### src/rtl/alu_serial_pkg.sv
// rtl/alu_serial_pkg.sv - op codes, state encoding and helpers shared by the serial ALU sequencer
package alu_serial_pkg;

    localparam logic [2:0] OP_ADD   = 3'b000;
    localparam logic [2:0] OP_SUB   = 3'b001;
    localparam logic [2:0] OP_AND   = 3'b010;
    localparam logic [2:0] OP_OR    = 3'b011;
    localparam logic [2:0] OP_XNOR  = 3'b100;
    localparam logic [2:0] OP_NOTA  = 3'b101;
    localparam logic [2:0] OP_PASSA = 3'b110;
    localparam logic [2:0] OP_NOTB  = 3'b111;

    typedef enum logic [1:0] {
        IDLE = 2'b00,
        RUN  = 2'b01,
        DONE = 2'b10
    } state_t;

    function automatic logic is_arith(input logic [2:0] op);
        return (op == OP_ADD) || (op == OP_SUB);
    endfunction

endpackage

### src/rtl/alu_serial_slice.sv
// rtl/alu_serial_slice.sv - purely combinational 1-bit ALU slice
module alu_serial_slice
    import alu_serial_pkg::*;
(
    input  logic       a,
    input  logic       b,
    input  logic       cin,
    input  logic [2:0] f,
    output logic       r,
    output logic       cout
);

    logic b_eff;

    assign b_eff = (f == OP_SUB) ? ~b : b;

    always_comb begin
        r    = 1'b0;
        cout = 1'b0;
        case (f)
            OP_ADD, OP_SUB: begin
                r    = a ^ b_eff ^ cin;
                cout = (a & b_eff) | (a & cin) | (b_eff & cin);
            end
            OP_AND:   r = a & b;
            OP_OR:    r = a | b;
            OP_XNOR:  r = ~(a ^ b);
            OP_NOTA:  r = ~a;
            OP_PASSA: r = a;
            OP_NOTB:  r = ~b;
            default:  r = 1'b0;
        endcase
    end

endmodule

### src/rtl/alu_serial_top.sv
// rtl/alu_serial_top.sv - thin wrapper tying the serial sequencer to its 1-bit ALU slice
module alu_serial_top
    import alu_serial_pkg::*;
#(
    parameter int WIDTH = 32
) (
    input  logic             clk,
    input  logic             reset,
    input  logic             in_valid,
    output logic             in_ready,
    input  logic [WIDTH-1:0] in_a,
    input  logic [WIDTH-1:0] in_b,
    input  logic [2:0]       in_op,
    output logic             out_valid,
    input  logic             out_ready,
    output logic [WIDTH-1:0] out_result,
    output logic             out_zero,
    output logic             out_carry,
    output logic             out_ovf,
    output logic             busy
);

    logic       slice_a;
    logic       slice_b;
    logic       slice_cin;
    logic [2:0] slice_f;
    logic       slice_r;
    logic       slice_cout;

    alu_serial_sequencer #(.WIDTH(WIDTH)) u_seq (
        .clk        (clk),
        .reset      (reset),
        .in_valid   (in_valid),
        .in_ready   (in_ready),
        .in_a       (in_a),
        .in_b       (in_b),
        .in_op      (in_op),
        .out_valid  (out_valid),
        .out_ready  (out_ready),
        .out_result (out_result),
        .out_zero   (out_zero),
        .out_carry  (out_carry),
        .out_ovf    (out_ovf),
        .busy       (busy),
        .slice_a    (slice_a),
        .slice_b    (slice_b),
        .slice_cin  (slice_cin),
        .slice_f    (slice_f),
        .slice_r    (slice_r),
        .slice_cout (slice_cout)
    );

    alu_serial_slice u_slice (
        .a    (slice_a),
        .b    (slice_b),
        .cin  (slice_cin),
        .f    (slice_f),
        .r    (slice_r),
        .cout (slice_cout)
    );

endmodule

### src/rtl/alu_serial_sequencer.sv
// rtl/alu_serial_sequencer.sv - bit-serial LSB-first sequencer around a 1-bit ALU slice; flags need ALU_SERIAL_FLAGS_EN
module alu_serial_sequencer
    import alu_serial_pkg::*;
#(
    parameter int WIDTH = 32,
    parameter int CNT_W = $clog2(WIDTH)
) (
    input  logic             clk,
    input  logic             reset,
    input  logic             in_valid,
    output logic             in_ready,
    input  logic [WIDTH-1:0] in_a,
    input  logic [WIDTH-1:0] in_b,
    input  logic [2:0]       in_op,
    output logic             out_valid,
    input  logic             out_ready,
    output logic [WIDTH-1:0] out_result,
    output logic             out_zero,
    output logic             out_carry,
    output logic             out_ovf,
    output logic             busy,
    output logic             slice_a,
    output logic             slice_b,
    output logic             slice_cin,
    output logic [2:0]       slice_f,
    input  logic             slice_r,
    input  logic             slice_cout
);

    state_t           state;
    state_t           state_nxt;
    logic [WIDTH-1:0] a_sh;
    logic [WIDTH-1:0] b_sh;
    logic [WIDTH-1:0] result;
    logic [2:0]       op_r;
    logic [CNT_W-1:0] cnt;
    logic             carry;
    logic             last_bit;

    assign last_bit   = (cnt == CNT_W'(WIDTH - 1));
    assign in_ready   = (state == IDLE) && !reset;
    assign busy       = (state == RUN);
    assign out_valid  = (state == DONE);
    assign out_result = result;

    always_comb begin
        state_nxt = state;
        case (state)
            IDLE:    if (in_valid) state_nxt = RUN;
            RUN:     if (last_bit) state_nxt = DONE;
            DONE:    if (out_ready) state_nxt = IDLE;
            default: state_nxt = IDLE;
        endcase
    end

    // Subtraction is built as A + ~B + 1 on the slice's ADD function so the borrow chains through cout.
    always_comb begin
        slice_a   = 1'b0;
        slice_b   = 1'b0;
        slice_cin = 1'b0;
        slice_f   = OP_ADD;
        if (state == RUN) begin
            slice_a   = a_sh[0];
            slice_b   = b_sh[0] ^ (op_r == OP_SUB);
            slice_cin = is_arith(op_r) & carry;
            slice_f   = is_arith(op_r) ? OP_ADD : op_r;
        end
    end

    always_ff @(posedge clk or posedge reset) begin
        if (reset) begin
            state  <= IDLE;
            a_sh   <= '0;
            b_sh   <= '0;
            result <= '0;
            op_r   <= OP_ADD;
            cnt    <= '0;
            carry  <= 1'b0;
        end else begin
            state <= state_nxt;
            case (state)
                IDLE: begin
                    if (in_valid) begin
                        a_sh  <= in_a;
                        b_sh  <= in_b;
                        op_r  <= in_op;
                        cnt   <= '0;
                        carry <= (in_op == OP_SUB);
                    end
                end
                RUN: begin
                    a_sh   <= a_sh >> 1;
                    b_sh   <= b_sh >> 1;
                    result <= {slice_r, result[WIDTH-1:1]};
                    carry  <= slice_cout;
                    cnt    <= cnt + CNT_W'(1);
                end
                default: ;
            endcase
        end
    end

`ifdef ALU_SERIAL_FLAGS_EN
    logic carry_prev;

    // After the last RUN edge, carry is the MSB carry-out and carry_prev the MSB carry-in.
    always_ff @(posedge clk or posedge reset) begin
        if (reset) begin
            carry_prev <= 1'b0;
        end else if (state == RUN) begin
            carry_prev <= carry;
        end
    end

    assign out_zero  = (result == '0);
    assign out_carry = is_arith(op_r) & carry;
    assign out_ovf   = is_arith(op_r) & (carry ^ carry_prev);
`else
    assign out_zero  = 1'b0;
    assign out_carry = 1'b0;
    assign out_ovf   = 1'b0;
`endif

endmodule

### config.mk
export PLATFORM = sky130hd
export DESIGN_NAME = alu_serial_top
export DESIGN_NICKNAME = d
export VERILOG_FILES = /design/src/rtl/alu_serial_pkg.sv /design/src/rtl/alu_serial_slice.sv /design/src/rtl/alu_serial_top.sv /design/src/rtl/alu_serial_sequencer.sv
export SDC_FILE = /design/constraint.sdc
export NUM_CORES = 1
export LEC_CHECK = 0
export CAP_MARGIN = 5
export CORE_ASPECT_RATIO = 1.75
export CORE_UTILIZATION = 55
export CTS_BUF_LIST = sky130_fd_sc_hd__clkbuf_8
export CTS_CLUSTER_DIAMETER = 150
export CTS_CLUSTER_SIZE = 8
export DETAILED_ROUTE_END_ITERATION = 7
export HOLD_SLACK_MARGIN = 0.1
export PLACE_DENSITY = 0.86
export SLEW_MARGIN = 30
export SYNTH_ARGS = -nofsm -noshare
export SYNTH_HDL_FRONTEND = slang
export SYNTH_SLANG_ARGS = --single-unit
### constraint.sdc
create_clock -name clk -period 9.3 [get_ports clk]
set_clock_uncertainty 0.1 [all_clocks]
set_input_delay 1.86 -clock clk [delete_from_list [all_inputs] [get_ports clk]]
set_output_delay 1.86 -clock clk [all_outputs]
set_load 0.05 [all_outputs]
==> qor.yml <==
synth:
  yosysTopAreaCellShare_pct: 55.83
  synthTopCellsByCount: "nand2_1, dfrtp_1, nor2_1"
  synth_cell_types: 34
  synth_edf_count: 0
  postSynthCellCount: 557
  ys_seq_elements: 107
  yosysWarningCount: 0
  synthesis.area_um2: 4796
  ys_seq_area_share_pct: 55.83
  yosysMostFrequentCell: "nand2_1"
  synth-async-reset-ratio_pct: 100.0
  avgSynthCellArea_um2: 8.610
  yosys-top-cells-area: "dfrtp_1, nand2_1, a31oi_1"
  ys.flop_type: "dfrtp_1"
  yosys.area.top_type: "dfrtp_1"
sta:
  worst_slew_pin_slew_ns: 0.8507
  final-max-slew-violation-count: 0
  timing.slew.headroom_pct: 43.29
  min_period_over_period_pct: 57.37
  hold_viol: 0
  clock.fmax_mhz: 187.4
  setup_tns_ns: 0
  period_minus_slack_ns: 5.335
  setup_violations: 0
  fin_ws_ns: 3.965
  rsz0062_at_grt: "false"
routing:
  drc: 0
  viasPerCell: 5.364
  wl_met2_um: 5466
  vias: 4039
  drt-met1-wl_um: 4347
  dr_wl_met3_um: 557
  avgRoutedWirePerCell_um: 13.91
  first_pass_iters: 4
  ant_nets: 0
  drtIter0Drc: 280
  highest_layer: "met4"
  wirelength_um: 10480
global_route:
  grt_overflow: 0
  antenna_found_initial: 0
  grt_pass1_vias: 4089
  grt_usage_pct: 24.78
  grt_max_degree: 93
  grt_pass1_wl_um: 17680
die:
  fp.dieW_um: 72.59
  row_count: 44
  die-area_um2: 9112
  coreArea_um2: 8368
  start_util_pct: 57.31
  die_height_um: 125.5
  ios: 109
critical_path:
  crit_fanout: 2
  r2r_start: "u_seq.state[1]"
  critPathLaunchType: "primary input"
  worstRegToRegCells: 6
  reg2reg_to: "u_seq.out_result[31]"
  path_class: "in2out"
  crit_top_cell: "clkdlybuf4s50_1"
  crit_required_ns: 7.34
  r2r_slack_ns: 6.40
  path_cells: "clkdlybuf4s50_1, nor3_1, clkdlybuf4s50_1"
  crit_path_max_incr_delay_ns: 0.84
  arrival_ns: 3.38
  slowest_stage: "clkdlybuf4s50_1"
  end_kind: "primary output"
pwr:
  total_leakage_power_nw: 2.742
  power.density_nw_per_um2: 359.3
  vdd_drop_max_v: 0.0002652
  p_total_mw: 2.130
cts:
  clock-root-buffer: "clkbuf_8"
  hold_buffers: 0
  post_cts_buffers: 0
  cts_max_level: 3
  cts_tree: "built"
  clockBufferDepth: 2
  clock_sinks: 107
  cts_buffers: 9
  clkTransAtPathRegs_ns: 0.09
  clk_latency_ns: 0.36
  cts_resized: 0
final_layout:
  final_area_um2: 5928
  drive_gt1_share_pct: 3.135
  final_util_pct: 70.84
  fin_nets: 713
  antenna_cells: 0
  area_growth_pct: 23.61
placed_design:
  post-place-ws_ns: 3.938
  place_hpwl_um: 6799
  portBuffers: 105
  gp_congestion: 0.7299
  place_area_um2: 5767
hold_path:
  holdPathStages: 2
  holdPathEnd: "u_seq.out_result[0]"
  hp-class: "reg2reg"
  min_from: "u_seq.out_result[0]"
outcome:
  run_status: "finished, final reports clean"
flow_run:
  maxCapViolations: 0
## layout by cell type, fill, tap and decap left out, types with 2 or more instances in the layout
master	instances
buf_4	3
clkdlybuf4s50_1	105
inv_1	2
clkbuf_8	9
xor2_1	2
dfrtp_1	107
nand3_1	10
o21ai_1	2
and3_1	3
conb_1	3
ha_1	3
nor2_1	66
a31oi_1	62
nand2_1	239
## flip-flops by register name, summed over array words and instances (netlist names)
register / flops
u_seq.out_result: 32
u_seq.b_sh: 32
u_seq.carry: 1
u_seq.state: 2
u_seq.op_r: 3
u_seq.a_sh: 32
u_seq.cnt: 5
## kinds of logic after synthesis
family / synth area share [%]
xor+xnor: 0.3653
simple gates: 26.82
compound gates: 9.236
mux: 0.4435
other cells: 0.07819
flops: 55.83
fa+ha+maj: 1.200
buf+inv: 6.027
## metal layers
| metal | vias to the layer above | track usage [%] |
|---|---|---|
| met5 | - | 0 |
| met4 | 0 | 9.343 |
| met3 | 8 | 7.252 |
| met2 | 113 | 43.10 |
| met1 | 1960 | 28.12 |
| li1 | 1958 | - |
## worst max-delay path, delay by kind of cell
family	cells	cell delay (ns)
buf+inv	2	1.31
simple gates	1	0.20
## area by class of cell
class | instances | area (um^2)
inverter | 3 | 13.76
timing repair buffer | 109 | 1085
fill | 664 | 2440
sequential | 107 | 2678
clock inverter | 2 | 33.78
tap | 115 | 143.9
multi-input combinational | 408 | 1851
clock buffer | 9 | 123.9
## power by group
part | switching [mW] | internal (mW)
Clock | 0.140 | 0.116
Combinational | 0.690 | 0.362
Sequential | 0.142 | 0.680
## how the worst max path moves through the flow
stage | startpoint | end | slack [ns] | cells after the start
final | reset | in_ready | 3.96 | 3
after global routing | reset | in_ready | 3.88 | 3
after CTS | reset | in_ready | 3.94 | 3
after detailed placement | reset | in_ready | 3.94 | 3
after global placement | reset | in_ready | 3.91 | 3
after floorplan | reset | in_ready | 4.44 | 1
## metrics by stage
| step | hold WS (ns) | std cells |
|---|---|---|
| 2_1_floorplan | 0.3645 | 559 |
| 3_3_place_gp | 0.3628 | 742 |
| 3_5_place_dp | 0.3796 | 742 |
| 4_1_cts | 0.4039 | 753 |
| 5_1_grt | 0.4298 | 753 |
| 6_report | 0.3958 | 753 |
Note: power is estimated with default switching activity, not from simulation.
